[src/rtl/mips_mc_control.sv]
// Multicycle MIPS main control FSM with ALU-select decode for the datapath ALU.
// Optional MIPS_MC_OVF_TRAP_EN: signed-overflow trap on add/sub/addi (adds ovf_trap port).
module mips_mc_control #(
   parameter int unsigned SEL_BITS = 4
) (
   input  logic                clk,
   input  logic                rst,
   input  logic [5:0]          op,
   input  logic [5:0]          funct,
   input  logic                zero,
   input  logic                ovf,
   output logic                pc_en,
   output logic                iord,
   output logic                mem_write,
   output logic                ir_write,
   output logic                reg_dst,
   output logic                mem_to_reg,
   output logic                reg_write,
   output logic                alu_src_a,
   output logic [1:0]          alu_src_b,
   output logic                imm_zext,
   output logic [1:0]          pc_src,
`ifdef MIPS_MC_OVF_TRAP_EN
   output logic                ovf_trap,
`endif
   output logic [SEL_BITS-1:0] alu_sel,
   output logic                illegal_op,
   output logic                instr_done
);

   localparam logic [SEL_BITS-1:0] ALU_ADD  = SEL_BITS'(4'b0000);
   localparam logic [SEL_BITS-1:0] ALU_SUB  = SEL_BITS'(4'b0001);
   localparam logic [SEL_BITS-1:0] ALU_SLL  = SEL_BITS'(4'b0010);
   localparam logic [SEL_BITS-1:0] ALU_SRL  = SEL_BITS'(4'b0011);
   localparam logic [SEL_BITS-1:0] ALU_SLLV = SEL_BITS'(4'b0100);
   localparam logic [SEL_BITS-1:0] ALU_SRLV = SEL_BITS'(4'b0101);
   localparam logic [SEL_BITS-1:0] ALU_SRA  = SEL_BITS'(4'b0110);
   localparam logic [SEL_BITS-1:0] ALU_AND  = SEL_BITS'(4'b0111);
   localparam logic [SEL_BITS-1:0] ALU_OR   = SEL_BITS'(4'b1000);
   localparam logic [SEL_BITS-1:0] ALU_XOR  = SEL_BITS'(4'b1001);
   localparam logic [SEL_BITS-1:0] ALU_SRAV = SEL_BITS'(4'b1011);

   localparam logic [5:0] OP_RTYPE = 6'h00;
   localparam logic [5:0] OP_J     = 6'h02;
   localparam logic [5:0] OP_BEQ   = 6'h04;
   localparam logic [5:0] OP_BNE   = 6'h05;
   localparam logic [5:0] OP_ADDI  = 6'h08;
   localparam logic [5:0] OP_ADDIU = 6'h09;
   localparam logic [5:0] OP_ANDI  = 6'h0C;
   localparam logic [5:0] OP_ORI   = 6'h0D;
   localparam logic [5:0] OP_XORI  = 6'h0E;
   localparam logic [5:0] OP_LW    = 6'h23;
   localparam logic [5:0] OP_SW    = 6'h2B;

   typedef enum logic [3:0] {
      S_FETCH    = 4'd0,
      S_DECODE   = 4'd1,
      S_MEMADR   = 4'd2,
      S_MEMRD    = 4'd3,
      S_MEMWB    = 4'd4,
      S_MEMWR    = 4'd5,
      S_RTYPE_EX = 4'd6,
      S_RTYPE_WB = 4'd7,
      S_ITYPE_EX = 4'd8,
      S_ITYPE_WB = 4'd9,
      S_BEQ_EX   = 4'd10,
      S_BNE_EX   = 4'd11,
      S_JUMP     = 4'd12
   } state_t;

   state_t state_q, state_d;
   logic   pc_write, branch_eq, branch_ne;

   function automatic logic rtype_ok(input logic [5:0] f);
      case (f)
         6'h20, 6'h21, 6'h22, 6'h23, 6'h24, 6'h25, 6'h26,
         6'h00, 6'h02, 6'h03, 6'h04, 6'h06, 6'h07: return 1'b1;
         default:                                   return 1'b0;
      endcase
   endfunction

   function automatic logic [SEL_BITS-1:0] rtype_sel(input logic [5:0] f);
      case (f)
         6'h22, 6'h23: return ALU_SUB;
         6'h24:        return ALU_AND;
         6'h25:        return ALU_OR;
         6'h26:        return ALU_XOR;
         6'h00:        return ALU_SLL;
         6'h02:        return ALU_SRL;
         6'h03:        return ALU_SRA;
         6'h04:        return ALU_SLLV;
         6'h06:        return ALU_SRLV;
         6'h07:        return ALU_SRAV;
         default:      return ALU_ADD;
      endcase
   endfunction

   function automatic logic [SEL_BITS-1:0] itype_sel(input logic [5:0] o);
      case (o)
         OP_ANDI: return ALU_AND;
         OP_ORI:  return ALU_OR;
         OP_XORI: return ALU_XOR;
         default: return ALU_ADD;
      endcase
   endfunction

`ifdef MIPS_MC_OVF_TRAP_EN
   logic ovf_q, ovf_d;
`else
   logic unused_ovf;
   assign unused_ovf = ovf;
`endif

   // State register; the trap flag rides alongside it when enabled.
   always_ff @(posedge clk) begin
      if (rst) begin
         state_q <= S_FETCH;
`ifdef MIPS_MC_OVF_TRAP_EN
         ovf_q   <= 1'b0;
`endif
      end else begin
         state_q <= state_d;
`ifdef MIPS_MC_OVF_TRAP_EN
         ovf_q   <= ovf_d;
`endif
      end
   end

   // Next-state logic
   always_comb begin
      state_d = S_FETCH;
`ifdef MIPS_MC_OVF_TRAP_EN
      ovf_d   = ovf_q;
`endif
      case (state_q)
         S_FETCH:  state_d = S_DECODE;
         S_DECODE: begin
            case (op)
               OP_LW, OP_SW: state_d = S_MEMADR;
               OP_RTYPE:     state_d = rtype_ok(funct) ? S_RTYPE_EX : S_FETCH;
               OP_BEQ:       state_d = S_BEQ_EX;
               OP_BNE:       state_d = S_BNE_EX;
               OP_ADDI, OP_ADDIU, OP_ANDI, OP_ORI, OP_XORI: state_d = S_ITYPE_EX;
               OP_J:         state_d = S_JUMP;
               default:      state_d = S_FETCH;
            endcase
         end
         S_MEMADR: state_d = (op == OP_LW) ? S_MEMRD : S_MEMWR;
         S_MEMRD:  state_d = S_MEMWB;
         S_RTYPE_EX: begin
            state_d = S_RTYPE_WB;
`ifdef MIPS_MC_OVF_TRAP_EN
            ovf_d   = ovf & ((funct == 6'h20) | (funct == 6'h22));
`endif
         end
         S_ITYPE_EX: begin
            state_d = S_ITYPE_WB;
`ifdef MIPS_MC_OVF_TRAP_EN
            ovf_d   = ovf & (op == OP_ADDI);
`endif
         end
         default:  state_d = S_FETCH;
      endcase
   end

   // Output decode; reset masks every strobe and select.
   always_comb begin
      pc_write   = 1'b0;
      branch_eq  = 1'b0;
      branch_ne  = 1'b0;
      iord       = 1'b0;
      mem_write  = 1'b0;
      ir_write   = 1'b0;
      reg_dst    = 1'b0;
      mem_to_reg = 1'b0;
      reg_write  = 1'b0;
      alu_src_a  = 1'b0;
      alu_src_b  = 2'b00;
      imm_zext   = 1'b0;
      pc_src     = 2'b00;
      alu_sel    = ALU_ADD;
      illegal_op = 1'b0;
      instr_done = 1'b0;
`ifdef MIPS_MC_OVF_TRAP_EN
      ovf_trap   = 1'b0;
`endif
      case (state_q)
         S_FETCH: begin
            ir_write  = 1'b1;
            alu_src_b = 2'b01;
            pc_write  = 1'b1;
         end
         S_DECODE: begin
            alu_src_b = 2'b11;
            case (op)
               OP_LW, OP_SW, OP_BEQ, OP_BNE, OP_J,
               OP_ADDI, OP_ADDIU, OP_ANDI, OP_ORI, OP_XORI: illegal_op = 1'b0;
               OP_RTYPE: illegal_op = ~rtype_ok(funct);
               default:  illegal_op = 1'b1;
            endcase
         end
         S_MEMADR: begin
            alu_src_a = 1'b1;
            alu_src_b = 2'b10;
         end
         S_MEMRD: iord = 1'b1;
         S_MEMWB: begin
            mem_to_reg = 1'b1;
            reg_write  = 1'b1;
            instr_done = 1'b1;
         end
         S_MEMWR: begin
            iord       = 1'b1;
            mem_write  = 1'b1;
            instr_done = 1'b1;
         end
         S_RTYPE_EX: begin
            alu_src_a = 1'b1;
            alu_sel   = rtype_sel(funct);
         end
         S_RTYPE_WB: begin
            reg_dst    = 1'b1;
            instr_done = 1'b1;
`ifdef MIPS_MC_OVF_TRAP_EN
            reg_write  = ~ovf_q;
            ovf_trap   = ovf_q;
`else
            reg_write  = 1'b1;
`endif
         end
         S_ITYPE_EX: begin
            alu_src_a = 1'b1;
            alu_src_b = 2'b10;
            alu_sel   = itype_sel(op);
            imm_zext  = (op == OP_ANDI) | (op == OP_ORI) | (op == OP_XORI);
         end
         S_ITYPE_WB: begin
            instr_done = 1'b1;
`ifdef MIPS_MC_OVF_TRAP_EN
            reg_write  = ~ovf_q;
            ovf_trap   = ovf_q;
`else
            reg_write  = 1'b1;
`endif
         end
         S_BEQ_EX, S_BNE_EX: begin
            alu_src_a  = 1'b1;
            alu_sel    = ALU_SUB;
            pc_src     = 2'b01;
            branch_eq  = (state_q == S_BEQ_EX);
            branch_ne  = (state_q == S_BNE_EX);
            instr_done = 1'b1;
         end
         S_JUMP: begin
            pc_src     = 2'b10;
            pc_write   = 1'b1;
            instr_done = 1'b1;
         end
         default: ;
      endcase

      pc_en = pc_write | (branch_eq & zero) | (branch_ne & ~zero);

      if (rst) begin
         pc_en      = 1'b0;
         iord       = 1'b0;
         mem_write  = 1'b0;
         ir_write   = 1'b0;
         reg_dst    = 1'b0;
         mem_to_reg = 1'b0;
         reg_write  = 1'b0;
         alu_src_a  = 1'b0;
         alu_src_b  = 2'b00;
         imm_zext   = 1'b0;
         pc_src     = 2'b00;
         alu_sel    = ALU_ADD;
         illegal_op = 1'b0;
         instr_done = 1'b0;
`ifdef MIPS_MC_OVF_TRAP_EN
         ovf_trap   = 1'b0;
`endif
      end
   end

endmodule

[config.mk]
export PLATFORM = sky130hd
export DESIGN_NAME = mips_mc_control
export DESIGN_NICKNAME = d
export VERILOG_FILES = /design/src/rtl/mips_mc_control.sv
export SDC_FILE = /design/constraint.sdc
export NUM_CORES = 1
export LEC_CHECK = 0
export ABC_AREA = 1
export BUFFER_PORTS_ARGS = -buffer_cell sky130_fd_sc_hd__buf_4
export CAP_MARGIN = 20
export CORE_MARGIN = 2
export CORE_UTILIZATION = 49
export DETAILED_ROUTE_END_ITERATION = 6
export GPL_TIMING_DRIVEN = 1
export PLACE_DENSITY = 0.83
export SETUP_SLACK_MARGIN = 0.3
export SLEW_MARGIN = 20
export SYNTH_ARGS = -nofsm -noshare
export SYNTH_HDL_FRONTEND = slang
export SYNTH_SLANG_ARGS = --single-unit
[constraint.sdc]
create_clock -name clk -period 2.9 [get_ports clk]
set_input_delay 0.29 -clock clk [delete_from_list [all_inputs] [get_ports clk]]
set_output_delay 0.29 -clock clk [all_outputs]
set_load 0.1 [all_outputs]
==> impl_metrics.env <==
export IMPL_numCtsBuffers=3
export IMPL_clock_sinks=4
export IMPL_period_share_pct=72.4
export IMPL_finClkSkew_ns=0.00839
export IMPL_ys_ff_latch=4
export IMPL_n_fill_cell=133
export IMPL_syn_nets=163
export IMPL_grt_pass1_wl_mm=3.83
export IMPL_clk_insertion_delay_late_ns=0.24
export IMPL_power_leakage_uw=0.000577
export IMPL_yosysWarnings=0
export IMPL_boundaryPins=35
export IMPL_num_vias=1095
export IMPL_critPathArrivalTime_ns=1.81
export IMPL_slew_viol_final=0
export IMPL_timing_slew_headroom_pct=76.8
export IMPL_post_cts_buffers=0
export IMPL_r2r_cells=6
export IMPL_synth_cell_area_sq_um=749
export IMPL_overflow=0
export IMPL_die_area_sq_mm=0.00186
export IMPL_antennaDiodeCount=0
export IMPL_holdPathStages=2
export IMPL_layout_drive_gt1_share_pct=30.4
export IMPL_drv_cap=0
export IMPL_vdd_drop_max_mv=0.310
export IMPL_synth_seq_area_share_pct=10.7
export IMPL_drtIter0Drc=48
export IMPL_cts_root_buffer="clkbuf_4"
export IMPL_post_synth_inst_count=147
export IMPL_die_height_um=43.1
export IMPL_netlist_cell_type_count=27
export IMPL_cp_required_ns=2.61
export IMPL_cts_max_level=1
export IMPL_grt_util_all_layers_pct=27.1
export IMPL_postCtsHoldBufs=0
export IMPL_cts_buffer_depth=2
export IMPL_largest_reg_flops=4
export IMPL_critical_path_class="flop to primary output"
export IMPL_p_per_area_mw_per_mm2=253
export IMPL_port_buffers=33
export IMPL_stdcell_area_sq_mm=0.00108
export IMPL_avgSynthCellArea_sq_um=5.10
export IMPL_place_congestion=0.893
export IMPL_max_freq_mhz=476
export IMPL_yosysTopAreaCellShare_pct=17.5
export IMPL_fin_setup_tns_ns=0
export IMPL_finalHoldViolations=0
export IMPL_routed_wl_mm=2.35
export IMPL_cts_resized_gates=0
export IMPL_rsz0062_at_grt="no"
export IMPL_status="complete, no violations"
export IMPL_synth_top_area_cell="nand2_1"
export IMPL_ant_nets=0
export IMPL_regMostFlops="state_q"
export IMPL_core_area_sq_mm=0.00147
export IMPL_hpwl_mm=1.91
export IMPL_rows=14
export IMPL_first_pass_iters=5
export IMPL_fin_crit_ns=2.10
export IMPL_top_regs="state_q x4"
export IMPL_nets=199
export IMPL_initial_core_util_pct=50.9
export IMPL_worstMarginPinSlew_ns=0.347
export IMPL_dpl_cell_area_sq_mm=0.00106
export IMPL_routed_via_density=5.56
export IMPL_critPathCaptureType="primary output"
export IMPL_remaining_drc_errors=0
export IMPL_synthToLayoutAreaGrowth_pct=44.7
export IMPL_start_kind="flop"
export IMPL_grt_pass1_vias=929
export IMPL_wire_per_inst_um=11.9
export IMPL_path_clk_slew_ns=0.04
export IMPL_synthTopCellsByArea="nand2_1 18%, inv_1 12%, nor2_1 11%, dfxtp_1 11%, a21oi_1 7.3%"
export IMPL_antenna_found_initial=0
export IMPL_grt_max_degree=18
export IMPL_hp_class="input pin to flop"
export IMPL_die_x_um=43.1
export IMPL_cts_tree="yes"
export IMPL_setup_viol=0
export IMPL_path_max_fanout=6
[through the flow]
step	utilization, %	hold slack [ns]	setup slack, ns	power (uW)	cells
5_1_grt	73.7	0.415	0.689	288	197
4_1_cts	73.7	0.396	0.823	274	197
2_1_floorplan	-	0.570	0.191	162	147
3_5_place_dp	72.2	0.646	1.02	203	194
3_3_place_gp	72.2	0.632	1.07	200	194
6_report	73.7	0.401	0.800	274	197
[synthesized netlist by cell type]
master	n
nand3_1	10
o211ai_1	1
nor2_1	22
a22oi_1	1
dfxtp_1	4
o21a_1	1
a21oi_1	11
nor3b_2	1
o21ai_1	1
or2_1	1
o21ai_0	3
nor2_2	6
nor3_1	6
inv_1	23
a211o_1	1
nand2_1	35
nand4_1	5
a41oi_1	1
o31ai_1	2
nor2b_1	1
nand2_2	2
clkbuf_1	2
a31oi_1	2
xor2_1	1
nor3_2	1
inv_2	2
and3_1	1
[worst paths after layout]
check | from | endpoint | slack, ns
setup / recovery | state_q[1]$_SDFF_PP0_ | alu_sel[2] | 0.80
hold / removal | rst | state_q[1]$_SDFF_PP0_ | 0.40
setup reg to reg | state_q[1]$_SDFF_PP0_ | state_q[0]$_SDFF_PP0_ | 1.50
hold reg to reg | state_q[2]$_SDFF_PP0_ | state_q[3]$_SDFF_PP0_ | 0.73
[cell families after synthesis]
kind of cell | count (synthesis) | share of synthesized area [%]
and+or+nand+nor | 91 | 55.6
AOI/OAI and AO/OA | 24 | 19.0
buffers and inverters | 27 | 13.5
DFF | 4 | 10.7
xor gates and xnor gates | 1 | 1.17
[cells in the final DEF (no fill, tap or decap), types with 2 or more instances in the layout]
cell,synthesis,layout
dfxtp_1,4,4
nor3_2,1,2
nor3_4,0,3
buf_4,0,33
inv_1,23,23
o31ai_1,2,2
a21oi_1,11,10
nor2_1,22,21
nand2_1,35,35
a31oi_1,2,2
nand2_2,2,2
nor2_2,6,7
nand3_1,10,10
clkbuf_4,0,3
o21ai_0,3,3
inv_2,2,2
nand4_1,5,5
nor3_1,6,2
[power breakdown]
part / internal [uW] / switching, uW
Sequential: 57.5 / 3.53
Combinational: 39.0 / 103
Clock: 46.4 / 24.2
[area by class of cell]
class	count	area, sq um	area share, %
multi-input cells	116	621	57.2
flip-flops and latches	4	80.1	7.38
clock buffers	3	22.5	2.08
well taps	16	20.0	1.85
repair buffers	33	248	22.8
inverters	25	93.8	8.65
[routing by layer]
metal	global-route usage [%]	wire, um	vias up
met5	0	0	-
met4	14.5	49	0
met3	3.83	180	7
met2	44.2	1100	55
met1	33.8	1020	479
li1	-	-	554
[worst max-delay path, stage by stage (launching register included)]
cell	delay, ns
dfxtp_1	0.49
nand2_2	0.10
nor2_2	0.25
inv_2	0.08
nand2_1	0.08
o21ai_1	0.09
a21oi_1	0.16
buf_4	0.31
No activity file was read; power rests on OpenSTA's default activity.
